## config.mk

```make
export PLATFORM = sky130hd
export DESIGN_NAME = enigma_core_n_flat
export DESIGN_NICKNAME = d
export VERILOG_FILES = /design/src/rtl/enigma_pkg.sv /design/src/rtl/enigma_core_n_if.sv /design/src/rtl/enigma_rotor_stage.sv /design/src/rtl/enigma_core_n.sv /design/src/flat_wrapper.sv
export SDC_FILE = /design/constraint.sdc
export NUM_CORES = 1
export LEC_CHECK = 0
export CAP_MARGIN = 20
export CORE_ASPECT_RATIO = 1.75
export CORE_MARGIN = 5
export CORE_UTILIZATION = 38
export CTS_CLUSTER_DIAMETER = 200
export DETAILED_ROUTE_END_ITERATION = 16
export PLACE_DENSITY = 0.55
export SYNTH_ARGS = -nofsm -noshare
export SYNTH_HDL_FRONTEND = slang
export SYNTH_HIERARCHICAL = 1
export SYNTH_SLANG_ARGS = --single-unit
```

## constraint.sdc

```tcl
create_clock -name clk_i -period 18.6 [get_ports clk_i]
set_input_delay 2.79 -clock clk_i [delete_from_list [all_inputs] [get_ports clk_i]]
set_output_delay 2.79 -clock clk_i [all_outputs]
set_load 0.01 [all_outputs]
```

## src/rtl/enigma_pkg.sv

```systemverilog
// -----------------------------------------------------------------------------
// enigma_pkg
// Shared constants and helpers for the Enigma cipher core:
//   - LETTERS            default alphabet size
//   - ROT_TAB / NOTCH    rotor wirings and turnover positions, by slot
//                        (slot 0 = III, 1 = II, 2 = I; rotor k uses slot (k-1)%3)
//   - REFL_TAB           reflector B
//   - wrap()             fold a value back into 1..n
//   - rotor_fwd/bwd()    forward / inverse rotor wiring lookup
//   - reflect()          reflector lookup
// Tables are ASCII strings; symbol value = letter - 'A' + 1.
// -----------------------------------------------------------------------------
package enigma_pkg;

   localparam int LETTERS = 26;
   localparam int NTAB    = 3;
   localparam int TAB_W   = 8 * LETTERS;

   typedef logic [TAB_W-1:0] tab_t;

   localparam tab_t ROT_TAB [NTAB] = '{
      "BDFHJLCPRTXVZNYEIWGAKMUSQO",   // III (fast rotor)
      "AJDKSIRUXBLHWTMCQGZNPYFVOE",   // II
      "EKMFLGDQVZNTOWYHXUSPAIBRCJ"    // I
   };
   localparam tab_t REFL_TAB = "YRUHQSLDPXNGOKMIEBFZCWVJAT";
   // Turnover letters V, E, Q for slots III, II, I.
   localparam int NOTCH [NTAB] = '{22, 5, 17};

   // Single correction is enough: every caller stays within 1-n .. 2n.
   function automatic int wrap(int v, int n);
      int r;
      r = v;
      if (v < 1)      r = v + n;
      else if (v > n) r = v - n;
      return r;
   endfunction

   // Leftmost character of the string is entry 1; out-of-range index gives 0.
   function automatic int tab_at(tab_t t, int x);
      int r;
      r = 0;
      if (x >= 1 && x <= LETTERS) r = int'(t[(LETTERS-x)*8 +: 8]) - 64;
      return r;
   endfunction

   function automatic int slot_of(int k);
      return (k - 1) % NTAB;
   endfunction

   function automatic int notch_of(int k);
      return NOTCH[slot_of(k)];
   endfunction

   function automatic int rotor_fwd(int slot, int x);
      return tab_at(ROT_TAB[slot], x);
   endfunction

   function automatic int rotor_bwd(int slot, int y);
      int r;
      r = 0;
      for (int j = 1; j <= LETTERS; j++) begin
         if (tab_at(ROT_TAB[slot], j) == y) r = j;
      end
      return r;
   endfunction

   function automatic int reflect(int x);
      return tab_at(REFL_TAB, x);
   endfunction

endpackage

```

## src/rtl/enigma_core_n_if.sv

```systemverilog
// -----------------------------------------------------------------------------
// enigma_core_n_if
// Bus bundle for enigma_core_n: rotor configuration, input symbol stream,
// output symbol stream and rotor position readback.
//   cfg_load_i/cfg_pos_i      load start positions (index 0 = fast rotor)
//   in_symb_i/in_valid_i/in_ready_o     plaintext stream
//   out_symb_o/out_err_o/out_valid_o/out_ready_i  ciphertext stream
//   pos_o                     current rotor positions
// slave = the core, master = the driver of the core.
// -----------------------------------------------------------------------------
interface enigma_core_n_if #(
   parameter int NROT   = 3,
   parameter int SYMB_W = 7
);
   logic                         cfg_load_i;
   logic [NROT-1:0][SYMB_W-1:0]  cfg_pos_i;
   logic [SYMB_W-1:0]            in_symb_i;
   logic                         in_valid_i;
   logic                         in_ready_o;
   logic [SYMB_W-1:0]            out_symb_o;
   logic                         out_err_o;
   logic                         out_valid_o;
   logic                         out_ready_i;
   logic [NROT-1:0][SYMB_W-1:0]  pos_o;

   modport slave (
      input  cfg_load_i, cfg_pos_i, in_symb_i, in_valid_i, out_ready_i,
      output in_ready_o, out_symb_o, out_err_o, out_valid_o, pos_o
   );

   modport master (
      output cfg_load_i, cfg_pos_i, in_symb_i, in_valid_i, out_ready_i,
      input  in_ready_o, out_symb_o, out_err_o, out_valid_o, pos_o
   );
endinterface

```

## src/rtl/enigma_rotor_stage.sv

```systemverilog
// -----------------------------------------------------------------------------
// enigma_rotor_stage
// One registered rotor pass: y = wrap(T[wrap(x + p - 1)] - (p - 1)), with T
// the forward wiring (BWD=0) or its inverse (BWD=1) of table slot SLOT.
//   clk_i, rst_i   clock, async active-high reset (clears y_o)
//   en_i           pipeline enable; register holds when low
//   x_i            incoming symbol 1..LETTERS
//   p_i            rotor position snapshot for this symbol, 1..LETTERS
//   y_o            registered outgoing symbol
// -----------------------------------------------------------------------------
module enigma_rotor_stage #(
   parameter int   SYMB_W  = 7,
   parameter int   LETTERS = 26,
   parameter bit   BWD     = 1'b0,
   parameter int   SLOT    = 0
) (
   input  logic              clk_i,
   input  logic              rst_i,
   input  logic              en_i,
   input  logic [SYMB_W-1:0] x_i,
   input  logic [SYMB_W-1:0] p_i,
   output logic [SYMB_W-1:0] y_o
);
   import enigma_pkg::*;

   // One extra bit keeps x+p-1 and T-(p-1) exact before folding.
   logic signed [SYMB_W:0] off, idx_raw, y_raw;
   int                     idx, t;
   logic [SYMB_W-1:0]      y_d, y_q;

   always_comb begin
      off     = $signed({1'b0, p_i}) - (SYMB_W+1)'(1);
      idx_raw = $signed({1'b0, x_i}) + off;
      idx     = wrap(int'(idx_raw), LETTERS);
      t       = BWD ? rotor_bwd(SLOT, idx) : rotor_fwd(SLOT, idx);
      y_raw   = (SYMB_W+1)'(t) - off;
      y_d     = SYMB_W'(wrap(int'(y_raw), LETTERS));
   end

   always_ff @(posedge clk_i or posedge rst_i) begin
      if (rst_i)     y_q <= '0;
      else if (en_i) y_q <= y_d;
   end

   assign y_o = y_q;

endmodule

```

## src/rtl/enigma_core_n.sv

```systemverilog
// -----------------------------------------------------------------------------
// enigma_core_n
// Pipelined N-rotor Enigma cipher core.
//   clk_i   clock, all state on rising edge
//   rst_i   asynchronous active-high reset
//   bus     enigma_core_n_if.slave (config, input stream, output stream,
//           position readback)
// Pipeline: input register, NROT forward rotor stages, reflector stage,
// NROT backward rotor stages, output register. One global enable
// (!out_valid || out_ready) moves every stage together. Each symbol carries
// its own post-step rotor positions down per-rotor delay lines, so stepping
// or reloads after acceptance never touch it. Out-of-range symbols travel
// with an error flag, do not step rotors and leave as symbol 0.
// -----------------------------------------------------------------------------
module enigma_core_n #(
   parameter int LETTERS = 26,
   parameter int NROT    = 3,
   parameter int SYMB_W  = 7
) (
   input  logic               clk_i,
   input  logic               rst_i,
   enigma_core_n_if.slave     bus
);
   import enigma_pkg::*;

   localparam int STAGES = 2*NROT + 2;   // index of the output register

   typedef logic [SYMB_W-1:0] sym_t;

   logic                        en, accept, sym_ok;
   logic [NROT-1:0][SYMB_W-1:0] pos_q, pos_d, base;
   logic [NROT-1:0]             step;
   logic [STAGES:0]             vld_pipe_q, err_pipe_q;
   sym_t                        sym_s [0:2*NROT+1];
   sym_t                        in_sym_q, refl_q, out_symb_q;

   assign en     = !vld_pipe_q[STAGES] || bus.out_ready_i;
   assign accept = bus.in_valid_i && en;
   assign sym_ok = (bus.in_symb_i != '0) && (int'(bus.in_symb_i) <= LETTERS);

   // Stepping works on the loaded positions when cfg_load_i is high, so a
   // same-cycle accept steps from the freshly loaded values.
   always_comb begin
      base = pos_q;
      if (bus.cfg_load_i) begin
         for (int k = 0; k < NROT; k++) begin
            base[k] = (bus.cfg_pos_i[k] != '0 && int'(bus.cfg_pos_i[k]) <= LETTERS)
                      ? bus.cfg_pos_i[k] : sym_t'(1);
         end
      end
      // step[k] is rotor k+1: stepped by the rotor below sitting on its notch,
      // or (middle rotors only) by sitting on its own notch.
      step    = '0;
      step[0] = 1'b1;
      for (int k = 1; k < NROT; k++) begin
         step[k] = (base[k-1] == sym_t'(notch_of(k))) ||
                   ((k < NROT-1) && (base[k] == sym_t'(notch_of(k+1))));
      end
      pos_d = base;
      if (accept && sym_ok) begin
         for (int k = 0; k < NROT; k++) begin
            if (step[k]) pos_d[k] = (base[k] == sym_t'(LETTERS)) ? sym_t'(1) : base[k] + sym_t'(1);
         end
      end
   end

   always_ff @(posedge clk_i or posedge rst_i) begin
      if (rst_i) begin
         pos_q      <= {NROT{sym_t'(1)}};
         vld_pipe_q <= '0;
         err_pipe_q <= '0;
         in_sym_q   <= '0;
         refl_q     <= '0;
         out_symb_q <= '0;
      end else begin
         pos_q <= pos_d;
         if (en) begin
            vld_pipe_q <= {vld_pipe_q[STAGES-1:0], accept};
            err_pipe_q <= {err_pipe_q[STAGES-1:0], accept && !sym_ok};
            in_sym_q   <= (accept && sym_ok) ? bus.in_symb_i : '0;
            refl_q     <= sym_t'(reflect(int'(sym_s[NROT])));
            out_symb_q <= (err_pipe_q[STAGES-1] || !vld_pipe_q[STAGES-1]) ? '0 : sym_s[2*NROT+1];
         end
      end
   end

   assign sym_s[0]      = in_sym_q;
   assign sym_s[NROT+1] = refl_q;

   for (genvar k = 1; k <= NROT; k++) begin : g_rot
      // Rotor k's backward pass is stage 2*NROT+2-k, reading stage LAST.
      localparam int LAST = 2*NROT + 1 - k;
      sym_t pdly_q [0:LAST];

      always_ff @(posedge clk_i or posedge rst_i) begin
         if (rst_i) begin
            for (int j = 0; j <= LAST; j++) pdly_q[j] <= '0;
         end else if (en) begin
            pdly_q[0] <= pos_d[k-1];
            for (int j = 1; j <= LAST; j++) pdly_q[j] <= pdly_q[j-1];
         end
      end

      enigma_rotor_stage #(
         .SYMB_W(SYMB_W), .LETTERS(LETTERS), .BWD(1'b0), .SLOT(slot_of(k))
      ) u_fwd (
         .clk_i(clk_i), .rst_i(rst_i), .en_i(en),
         .x_i(sym_s[k-1]), .p_i(pdly_q[k-1]), .y_o(sym_s[k])
      );

      enigma_rotor_stage #(
         .SYMB_W(SYMB_W), .LETTERS(LETTERS), .BWD(1'b1), .SLOT(slot_of(k))
      ) u_bwd (
         .clk_i(clk_i), .rst_i(rst_i), .en_i(en),
         .x_i(sym_s[LAST]), .p_i(pdly_q[LAST]), .y_o(sym_s[LAST+1])
      );
   end

   assign bus.in_ready_o  = en;
   assign bus.out_symb_o  = out_symb_q;
   assign bus.out_err_o   = err_pipe_q[STAGES];
   assign bus.out_valid_o = vld_pipe_q[STAGES];
   assign bus.pos_o       = pos_q;

endmodule

```

## src/flat_wrapper.sv

```systemverilog
// flat-port wrapper written by rule: the top's interface ports become plain ports
module enigma_core_n_flat import enigma_pkg::*;
#(
   parameter int LETTERS = 26,
   parameter int NROT    = 3,
   parameter int SYMB_W  = 7
)
  (clk_i, rst_i, bus_cfg_load_i, bus_cfg_pos_i, bus_in_symb_i, bus_in_valid_i, bus_out_ready_i, bus_in_ready_o, bus_out_symb_o, bus_out_err_o, bus_out_valid_o, bus_pos_o);
  enigma_core_n_if #(.NROT(NROT), .SYMB_W(SYMB_W)) bus_i ();
  input  logic clk_i;
  input  logic rst_i;
  input wire logic [$bits(bus_i.cfg_load_i)-1:0] bus_cfg_load_i;
  input wire logic [$bits(bus_i.cfg_pos_i)-1:0] bus_cfg_pos_i;
  input wire logic [$bits(bus_i.in_symb_i)-1:0] bus_in_symb_i;
  input wire logic [$bits(bus_i.in_valid_i)-1:0] bus_in_valid_i;
  input wire logic [$bits(bus_i.out_ready_i)-1:0] bus_out_ready_i;
  output wire logic [$bits(bus_i.in_ready_o)-1:0] bus_in_ready_o;
  output wire logic [$bits(bus_i.out_symb_o)-1:0] bus_out_symb_o;
  output wire logic [$bits(bus_i.out_err_o)-1:0] bus_out_err_o;
  output wire logic [$bits(bus_i.out_valid_o)-1:0] bus_out_valid_o;
  output wire logic [$bits(bus_i.pos_o)-1:0] bus_pos_o;
  assign bus_i.cfg_load_i = bus_cfg_load_i;
  assign bus_i.cfg_pos_i = bus_cfg_pos_i;
  assign bus_i.in_symb_i = bus_in_symb_i;
  assign bus_i.in_valid_i = bus_in_valid_i;
  assign bus_i.out_ready_i = bus_out_ready_i;
  assign bus_in_ready_o = bus_i.in_ready_o;
  assign bus_out_symb_o = bus_i.out_symb_o;
  assign bus_out_err_o = bus_i.out_err_o;
  assign bus_out_valid_o = bus_i.out_valid_o;
  assign bus_pos_o = bus_i.pos_o;
  enigma_core_n #(.LETTERS(LETTERS), .NROT(NROT), .SYMB_W(SYMB_W)) u_core (.clk_i(clk_i), .rst_i(rst_i), .bus(bus_i));
endmodule
```

==> reports/qor.json, run 1 <==
{
  "status": {
    "outcome": "completed"
  },
  "timing": {
    "grt_setup_unrepaired": "no",
    "timing.final.crit_share_pct": 52.8,
    "number_of_hold_slack_violations_in_the_final_timing_report": 0,
    "finalClockSkew_ns": 0.0119,
    "report.final.slew_viol_count": 0,
    "maxClockFrequency_mhz": 102,
    "holdWs_ns": 0.463,
    "final-setup-viol-count": 0,
    "actual_slew_at_the_worst_max_slew_pin_ns": 0.895,
    "finalCriticalPeriod_ns": 9.82,
    "setup-tns-final_ns": 0,
    "worst_slew_margin_pct": 39.9
  },
  "grt": {
    "grt.met1_usage_pct": 20.5,
    "grt.overflow.total": 0,
    "top_usage_layer": "met2",
    "global_route.usage.met3_pct": 1.41,
    "global_route.usage.met2_pct": 37.8,
    "gr-usage-all-layers_pct": 19.1,
    "antenna_found_initial": 0,
    "largest_net_degree_at_the_start_of_global_routing": 106,
    "grt_pass1_wl_mm": 102,
    "first_global_vias": 20400
  },
  "clock_network": {
    "tritoncts.num_buffers": 22,
    "cts.sinks": 227,
    "cts_setup_buffers": 0,
    "ctsHtreeMaxLevel": 1,
    "clkTransAtPathRegs_ns": 0.07,
    "cts-root-to-sink-buffers": 3,
    "cts.repair.resized": 0,
    "cts_hold_buffers": 0,
    "worstSkewPairLatency_ns": 0.52,
    "tritoncts": "built",
    "clock_root_buffer": "clkbuf_16"
  },
  "synth": {
    "synth.top_cells.by_count": "nand2_1 (542), dfrtp_1 (224), nor2_1 (200)",
    "synth_sequential_area_ratio_pct": 25.5,
    "synth_edf_count": 0,
    "syn_inst": 2795,
    "synth_fp_nets": 2982,
    "synthesis.area_um2": 22300,
    "synth_most_common_cell": "nand2_1",
    "synth_top_area_cell": "dfrtp_1",
    "syn_avg_cell_area_um2": 7.97,
    "netlist-cell-type-count": 146,
    "ys_async_sr_fraction_pct": 100,
    "synth_flop_cell": "dfrtp_1",
    "netlist_top_cells_area": "dfrtp_1 (25%), nand2_1 (9.1%), ha_1 (8.0%)",
    "share_of_the_synthesized_area_in_the_top_cell_type_pct": 25.2,
    "ys_seq_elements": 227,
    "synth-warning-count": 6
  },
  "min_path": {
    "hp-class": "reg -> reg"
  },
  "floorplan": {
    "initial_core_util_pct": 38.3,
    "die_y_um": 330,
    "core_region_area_um2": 58100,
    "row_count": 117,
    "die-area_um2": 63700,
    "floorplan.io_pins": 64,
    "die_w_um": 193
  },
  "final_layout": {
    "drive_gt1_share_pct": 8.24,
    "areaGrowthSynthToFinish_pct": 8.83,
    "final_layout_fill_cell_count": 5980,
    "finish.utilization_pct": 41.7,
    "num-nets-final": 2974,
    "n_antenna_cell": 0
  },
  "detailed_routing": {
    "total_iterations_of_the_first_detailed_routing_run": 5,
    "detail_route.iter0.violations": 1102,
    "wl_mm": 62.1,
    "antenna_left": 0,
    "detail_route.wl_per_cell_um": 17.4,
    "route.vias.total": 20500,
    "route.detailed.vias_per_inst": 5.74,
    "count_of_unresolved_drc_violations_after_routing": 0
  },
  "critical_path": {
    "max_stage_delay_ns": 0.56,
    "critical_path_arrival_ns": 10.22,
    "cp-end-kind": "register",
    "startpoint_types": "register",
    "worst-endpoint-required_ns": 19.00,
    "crit_fanout": 11,
    "worst_path_max_delay_cell": "or4_1",
    "cp_common_cell": "nand2_1",
    "path_class": "reg -> reg"
  },
  "job": {
    "drv_cap": 0
  },
  "placed_design": {
    "port_buf_inserts": 63,
    "dp_hpwl_mm": 48.3,
    "place_congestion": 0.883
  }
}
## routing by layer
layer / vias up / part of all wire, %
li1: 10100 / -
met4: 0 / 3.9
met2: 468 / 56
met1: 9887 / 38
met3: 112 / 2.6
met5: - / 0
## final cells by class
| type | count | area, um^2 | share of cell area (%) |
|---|---|---|---|
| repair buffers | 75 | 738 | 3.05 |
| flip-flops and latches | 227 | 5680 | 23.5 |
| clock buffers | 28 | 614 | 2.54 |
| clock inverters | 12 | 125 | 0.516 |
| inverters | 162 | 621 | 2.56 |
| multi-input cells | 2299 | 15500 | 63.9 |
| well taps | 773 | 967 | 3.99 |
## worst max-delay path: cells and delay by family (launching register included)
family          cells  cell delay, ns
compound gates     13            3.61
buf+inv             3            0.36
flops               1            0.44
xor+xnor            3            0.73
fa+ha+maj           3            1.05
simple gates       13            2.93
mux                 2            0.58
## per-stage QoR
step	instances	setup WS [ns]	cell area [um^2]
after floorplan	2795	10.31	22300
after global routing	3576	8.06	24200
after CTS	3574	8.88	24200
final	3576	8.78	24200
after global placement	3534	9.17	23500
after detailed placement	3534	8.91	23500
## cells in the final DEF (no fill, tap or decap), types with 18 or more instances in the layout
cell type and instances:
o21a_1 34, nor2_1 200, mux2i_1 27, nand2b_1 27
nor2b_1 33, and3_1 23, clkbuf_16 23, mux2_2 31
o21ai_0 106, xor2_1 49, xnor2_1 90, or3_1 18
a31oi_1 35, nand2_1 542, nand4_1 31, dfrtp_1 224
a21oi_1 131, inv_1 155, a21o_1 42, nor3_1 71
nand3_1 63, o211ai_1 28, clkdlybuf4s50_1 63, a211oi_1 39
o22ai_1 18, ha_1 142, and2_1 22, nor4_1 31
## registers in the layout, indices dropped and copies added (netlist names)
register and flops:
u_core/g_rot.pdly_q 126, u_core/bus.pos_o 21, u_core/g_rot.u_bwd/y_o 21, u_core/g_rot.u_fwd/y_o 21, u_core/err_pipe_q 9, u_core/vld_pipe_q 9, u_core/bus.out_symb_o 7, u_core/in_sym_q 7
u_core/refl_q 6
## worst paths after layout
path | cells past startpoint | startpoint | slack, ns | end
max in group asynchronous | 4 | rst_i | 14.14 | u_core/bus.pos_o[0]
min | 2 | u_core/g_rot[2].pdly_q[17] | 0.46 | u_core/g_rot[2].pdly_q[10]
max reg2reg | 37 | u_core/g_rot[1].pdly_q[44] | 8.78 | u_core/g_rot[1].u_fwd/y_o[4]
min reg2reg | 2 | u_core/g_rot[2].pdly_q[17] | 0.46 | u_core/g_rot[2].pdly_q[10]
min in group asynchronous | 2 | rst_i | 3.16 | u_core/g_rot[1].u_bwd/y_o[0]
max | 37 | u_core/g_rot[1].pdly_q[44] | 8.78 | u_core/g_rot[1].u_fwd/y_o[4]
## cells by family after synthesis
kind of cell / after synthesis / share of synthesized area [%]
other: 1 / 0.0168
adder cells (fa/ha/maj): 154 / 9.06
AND/OR/NAND/NOR: 1201 / 26.5
AO/OA/AOI/OAI: 728 / 24.2
flip-flops: 227 / 25.5
XOR/XNOR: 151 / 6.45
multiplexers: 64 / 3.28
buffers and inverters: 269 / 4.97
Power of run 1 is not shown: default switching activity piles up to over one toggle a cycle in this logic, so the estimate is an artifact.
==> run 2, diff against run 1 <==
clock period = 10.1 ns   (was 18.6 ns; I/O delays follow)
==> reports/qor.json, run 2 (synthesis results as in run 1) <==
{
  "timing": {
    "actual_slew_at_the_worst_max_slew_pin": {"value": 1.28, "unit": "ns", "change": "was 0.895 ns"},
    "report.final.slew_viol_count": {"value": 0, "change": "unchanged"},
    "finalCriticalPeriod": {"value": 9.42, "unit": "ns", "change": "was 9.82 ns"},
    "setup-tns-final": {"value": 0, "unit": "ns", "change": "unchanged"},
    "timing.final.crit_share": {"value": 93.3, "unit": "%", "change": "was 52.8%"},
    "maxClockFrequency": {"value": 106, "unit": "MHz", "change": "was 102 MHz"},
    "worst_slew_margin": {"value": 13.8, "unit": "%", "change": "was 39.9%"},
    "final-setup-viol-count": {"value": 0, "change": "unchanged"},
    "number_of_hold_slack_violations_in_the_final_timing_report": {"value": 0, "change": "unchanged"},
    "finalClockSkew": {"value": 0.00776, "unit": "ns", "change": "was 0.0119 ns"},
    "grt_setup_unrepaired": {"value": "no", "change": "unchanged"}
  },
  "detailed_routing": {
    "route.vias.total": {"value": 20500, "change": "about the same"},
    "wl": {"value": 61.9, "unit": "mm", "change": "was 62.1 mm"},
    "detail_route.wl_per_cell": {"value": 17.3, "unit": "um", "change": "was 17.4 um"},
    "antenna_left": {"value": 0, "change": "unchanged"},
    "route.detailed.vias_per_inst": {"value": 5.74, "change": "about the same"},
    "detail_route.iter0.violations": {"value": 963, "change": "was 1,102"},
    "total_iterations_of_the_first_detailed_routing_run": {"value": 5, "change": "unchanged"},
    "count_of_unresolved_drc_violations_after_routing": {"value": 0, "change": "unchanged"}
  },
  "min_path": {
    "hp-class": {"value": "reg -> reg", "change": "unchanged"},
    "min_path_cells": {"value": 2, "change": "unchanged"},
    "worst_hold_end": {"value": "u_core/g_rot[1].pdly_q[19]", "change": "was u_core/g_rot[2].pdly_q[10]"},
    "worst_hold_startpoint": {"value": "u_core/g_rot[1].pdly_q[19]", "change": "was u_core/g_rot[2].pdly_q[17]"}
  },
  "floorplan": {
    "initial_core_util": {"value": 38.3, "unit": "%", "change": "unchanged"},
    "core_region_area": {"value": 58100, "unit": "um^2", "change": "unchanged"},
    "die_y": {"value": 330, "unit": "um", "change": "unchanged"},
    "floorplan.io_pins": {"value": 64, "change": "unchanged"},
    "die-area": {"value": 63700, "unit": "um^2", "change": "unchanged"},
    "row_count": {"value": 117, "change": "unchanged"},
    "die_w": {"value": 193, "unit": "um", "change": "unchanged"}
  },
  "critical_path": {
    "cp_common_cell": {"value": "nand2_1", "change": "unchanged"},
    "max_stage_delay": {"value": 0.55, "unit": "ns", "change": "was 0.56 ns"},
    "startpoint_types": {"value": "register", "change": "unchanged"},
    "worst-r2r-setup-slack": {"value": 0.68, "unit": "ns", "change": "was 8.78 ns"},
    "cp-end-kind": {"value": "register", "change": "unchanged"},
    "critical_path_arrival": {"value": 9.83, "unit": "ns", "change": "was 10.22 ns"},
    "worst_path_max_delay_cell": {"value": "or4_1", "change": "unchanged"},
    "critical_path.reg2reg.startpoint": {"value": "u_core/g_rot[1].pdly_q[44]", "change": "unchanged"},
    "regToRegEndpoint": {"value": "u_core/g_rot[1].u_fwd/y_o[4]", "change": "unchanged"},
    "worst-endpoint-required": {"value": 10.51, "unit": "ns", "change": "was 19.00 ns"},
    "crit_fanout": {"value": 11, "change": "unchanged"},
    "path_class": {"value": "reg -> reg", "change": "unchanged"},
    "reg2reg_depth": {"value": 38, "change": "was 37"}
  },
  "placed_design": {
    "dp_hpwl": {"value": 48.2, "unit": "mm", "change": "was 48.3 mm"},
    "place_congestion": {"value": 0.873, "change": "was 0.883"},
    "port_buf_inserts": {"value": 63, "change": "unchanged"}
  },
  "final_layout": {
    "n_antenna_cell": {"value": 0, "change": "unchanged"},
    "largest_register": {"value": "u_core/g_rot.pdly_q", "change": "unchanged"},
    "final_layout_fill_cell_count": {"value": 5910, "change": "was 5,980"},
    "num-nets-final": {"value": 2977, "change": "was 2,974"},
    "seq_area": {"value": 5680, "unit": "um^2", "change": "unchanged"},
    "drive_gt1_share": {"value": 8.31, "unit": "%", "change": "was 8.24%"},
    "multi_input_area": {"value": 15500, "unit": "um^2", "change": "about the same"},
    "areaGrowthSynthToFinish": {"value": 8.92, "unit": "%", "change": "was 8.83%"},
    "mostFrequentLayoutCells": {"value": "nand2_1 (542), dfrtp_1 (224), nor2_1 (200), inv_1 (155), ha_1 (142)", "change": "unchanged"},
    "layout.cells.most_common": {"value": "nand2_1", "change": "unchanged"},
    "largest_reg_flops": {"value": 126, "change": "unchanged"}
  },
  "grt": {
    "largest_net_degree_at_the_start_of_global_routing": {"value": 111, "change": "was 106"},
    "antenna_found_initial": {"value": 0, "change": "unchanged"},
    "grt.overflow.total": {"value": 0, "change": "unchanged"},
    "first_global_vias": {"value": 20400, "change": "about the same"},
    "gr-usage-all-layers": {"value": 19.0, "unit": "%", "change": "was 19.1%"},
    "grt_pass1_wl": {"value": 102, "unit": "mm", "change": "about the same"}
  },
  "clock_network": {
    "tritoncts": {"value": "built", "change": "unchanged"},
    "tritoncts.num_buffers": {"value": 22, "change": "unchanged"},
    "cts.repair.resized": {"value": 0, "change": "unchanged"},
    "cts-root-to-sink-buffers": {"value": 3, "change": "unchanged"},
    "clock_root_buffer": {"value": "clkbuf_16", "change": "unchanged"},
    "cts_hold_buffers": {"value": 0, "change": "unchanged"},
    "ctsHtreeMaxLevel": {"value": 1, "change": "unchanged"},
    "cts.sinks": {"value": 227, "change": "unchanged"},
    "cts_setup_buffers": {"value": 0, "change": "unchanged"},
    "clkTransAtPathRegs": {"value": 0.06, "unit": "ns", "change": "was 0.07 ns"},
    "worstSkewPairLatency": {"value": 0.52, "unit": "ns", "change": "about the same"}
  },
  "status": {
    "outcome": {"value": "completed", "change": "unchanged"}
  },
  "job": {
    "drv_cap": {"value": 0, "change": "unchanged"}
  }
}
run 2: metrics by stage:
stage | std cells | worst slack, ns | cell area, um^2 | utilization [%] | hold slack [ns]
floorplan | 2795 | 1.81 | 22300 | - | 0.439
global placement | 3538 | 0.870 | 23500 | 40.4 | 0.449
detailed placement | 3538 | 0.680 | 23500 | 40.4 | 0.455
CTS | 3577 | 0.656 | 24200 | 41.7 | 0.469
global route | 3578 | 0.0391 | 24300 | 41.7 | 0.484
finish | 3578 | 0.678 | 24300 | 41.7 | 0.464
run 2: cell type report:
| cell class | instances | area share, % |
|---|---|---|
| multi-input cells | 2299 | 63.9 |
| flip-flops and latches | 227 | 23.4 |
| well taps | 773 | 3.99 |
| repair buffers | 78 | 3.15 |
| clock buffers | 35 | 2.89 |
| inverters | 162 | 2.56 |
| clock inverters | 4 | 0.108 |
run 2: worst max-delay path: cells and delay by family, from the launching register on:
| kind | cells | cell delay (ns) |
|---|---|---|
| simple gates | 13 | 3.05 |
| compound gates | 13 | 2.98 |
| fa+ha+maj | 3 | 1.00 |
| xor+xnor | 3 | 0.73 |
| mux | 2 | 0.57 |
| buf+inv | 4 | 0.51 |
| flops | 1 | 0.44 |
run 2: how the worst max path moves through the flow:
stage	slack, ns	end	cells after the start	start
detailed placement	0.68	u_core/g_rot[1].u_fwd/y_o[4]	34	u_core/g_rot[1].pdly_q[44]
global route	0.04	u_core/g_rot[1].u_fwd/y_o[4]	38	u_core/g_rot[1].pdly_q[44]
CTS	0.66	u_core/g_rot[1].u_fwd/y_o[4]	34	u_core/g_rot[1].pdly_q[44]
global placement	0.87	u_core/g_rot[1].u_fwd/y_o[4]	34	u_core/g_rot[1].pdly_q[44]
finish	0.68	u_core/g_rot[1].u_fwd/y_o[4]	38	u_core/g_rot[1].pdly_q[44]
floorplan	1.81	u_core/g_rot[1].u_fwd/y_o[4]	36	u_core/g_rot[1].pdly_q[44]
run 2: metal layers:
metal	wire length [um]	global-route usage, %	vias up
met5	0	0	-
met4	2280	7.09	0
met3	1730	1.64	127
met2	34400	37.9	440
met1	23400	20.3	9883
li1	-	-	10100
Power of run 2 is left out for the same reason.
==> edit (config.mk and constraints of run 2) <==
Register the output `bus.out_err_o`; this adds one clock of latency there.
--- a/src/rtl/enigma_core_n.sv
+++ b/src/rtl/enigma_core_n.sv
@@ -119,5 +119,7 @@
    assign bus.in_ready_o  = en;
    assign bus.out_symb_o  = out_symb_q;
-   assign bus.out_err_o   = err_pipe_q[STAGES];
+   always_ff @(posedge clk_i) begin
+      bus.out_err_o <= err_pipe_q[STAGES];
+   end
    assign bus.out_valid_o = vld_pipe_q[STAGES];
    assign bus.pos_o       = pos_q;
Function: no difference found for any inputs over 4 cycles, from zero or initial values and one cycle with rst_i high; that may be too few to reach the edited logic, so the function may still have changed.
==> edit against run 2 <==
Cell count is essentially flat; sequential share of layout area rose by 0.085 points; global-route usage rose by 0.20 points; critical path depth unchanged; setup slack better by 0.12 ns; count of clock-buffer cells in the layout is 1 higher; synthesized area about the same; wire length is 0.99% higher; sequential cell count is 1 higher; fmax is 1.2% higher; final area barely moved; critical endpoint unchanged.
Power is not shown: default switching activity piles up to over one toggle a cycle in this logic, so the estimate is an artifact.
==> edit: results (changes against run 2) <==
metric;value;unit;change
status;complete, no violations;;
slew at the pin with the worst max-slew slack;0.950;ns;-0.325 ns
crit path DAT;9.70;ns;-0.13 ns
number of global-route vias before repair;20657;;+1.5%
WHS Path Cells;0;;-2
worst hold slack;0.397;ns;-0.0673 ns
Seq/Total Area, Yosys;0.256;;+0.000669
worst-case clock buffer depth;3;;unchanged
Synth async-reset ratio;0.996;;-0.00439
Area contributors post-synth;dfrtp_1, nand2_1, ha_1;;
Vias;20520;;-0.078%
count of different cell masters after synthesis;147;;+0.68%
CP peak stage delay;0.57;ns;+0.02 ns
Final Non-Filler Cells;3580;;+0.056%
Routed Wire Length;62500;um;+0.99%
pre-CTS setup slack;0.702;ns;+0.0212 ns
filler cell count;5983;;+1.2%
first-pass GRT wire length;103000;um;+1.4%
Gate Count Post-Synth;2796;;+0.036%
hold endpoint;u_core/bus.out_err_o;;
GRT Total Usage;0.192;;+0.00204
dpl hpwl;48600;um;+0.78%
Worst R2R Setup Slack;0.79;ns;+0.12 ns
CTS buffer count;23;;+4.5%
gp weighted congestion;0.881;;+0.92%
Final nets;2978;;+0.034%
clk_skew;0.0101;ns;+0.00238 ns
DRT iter0 DRCs;1080;;+12%
HP Start;u_core/err_pipe_q[8];;
final instance area;24200;sq um;about the same
edit: cell types whose count changed after synthesis:
cell	change
dfxtp_1	+1
edit: worst max-delay path by stage:
stage	startpoint	end	slack, ns	cells past startpoint
final	u_core/g_rot[1].pdly_q[44]	u_core/g_rot[1].u_fwd/y_o[4]	0.79	38
after global routing	u_core/g_rot[1].pdly_q[44]	u_core/g_rot[1].u_fwd/y_o[4]	0.13	38
after CTS	u_core/g_rot[1].pdly_q[44]	u_core/g_rot[1].u_fwd/y_o[4]	0.65	38
after detailed placement	u_core/g_rot[1].pdly_q[44]	u_core/g_rot[1].u_fwd/y_o[4]	0.70	38
after global placement	u_core/g_rot[1].pdly_q[44]	u_core/g_rot[1].u_fwd/y_o[4]	0.91	38
after floorplan	u_core/g_rot[1].pdly_q[44]	u_core/g_rot[1].u_fwd/y_o[4]	1.81	36
edit: cell type report:
| class | count | area share |
|---|---|---|
| well taps | 773 | 0.0399 |
| clock inverters | 5 | 0.00144 |
| inverters | 162 | 0.0256 |
| multi-input cells | 2299 | 0.639 |
| clock buffers | 36 | 0.0286 |
| flip-flops and latches | 228 | 0.235 |
| repair buffers | 77 | 0.0302 |
edit: kinds of logic after synthesis:
kind of cell,share of synthesized area
and+or+nand+nor,0.264
xor gates and xnor gates,0.0644
DFF,0.256
other,0.000168
adders and majority gates,0.0905
buffers and inverters,0.0497
muxes,0.0328
AOI/OAI and AO/OA,0.242
edit: routing by layer:
layer  track usage  part of all wire
met3        0.0139             0.023
met4        0.0772             0.042
met1         0.206              0.38
met2         0.382              0.55
met5             0                 0
edit: timing repair:
action	CTS	global route
gates resized for setup	0	3
setup buffers	0	0
setup endpoints to repair	0	4
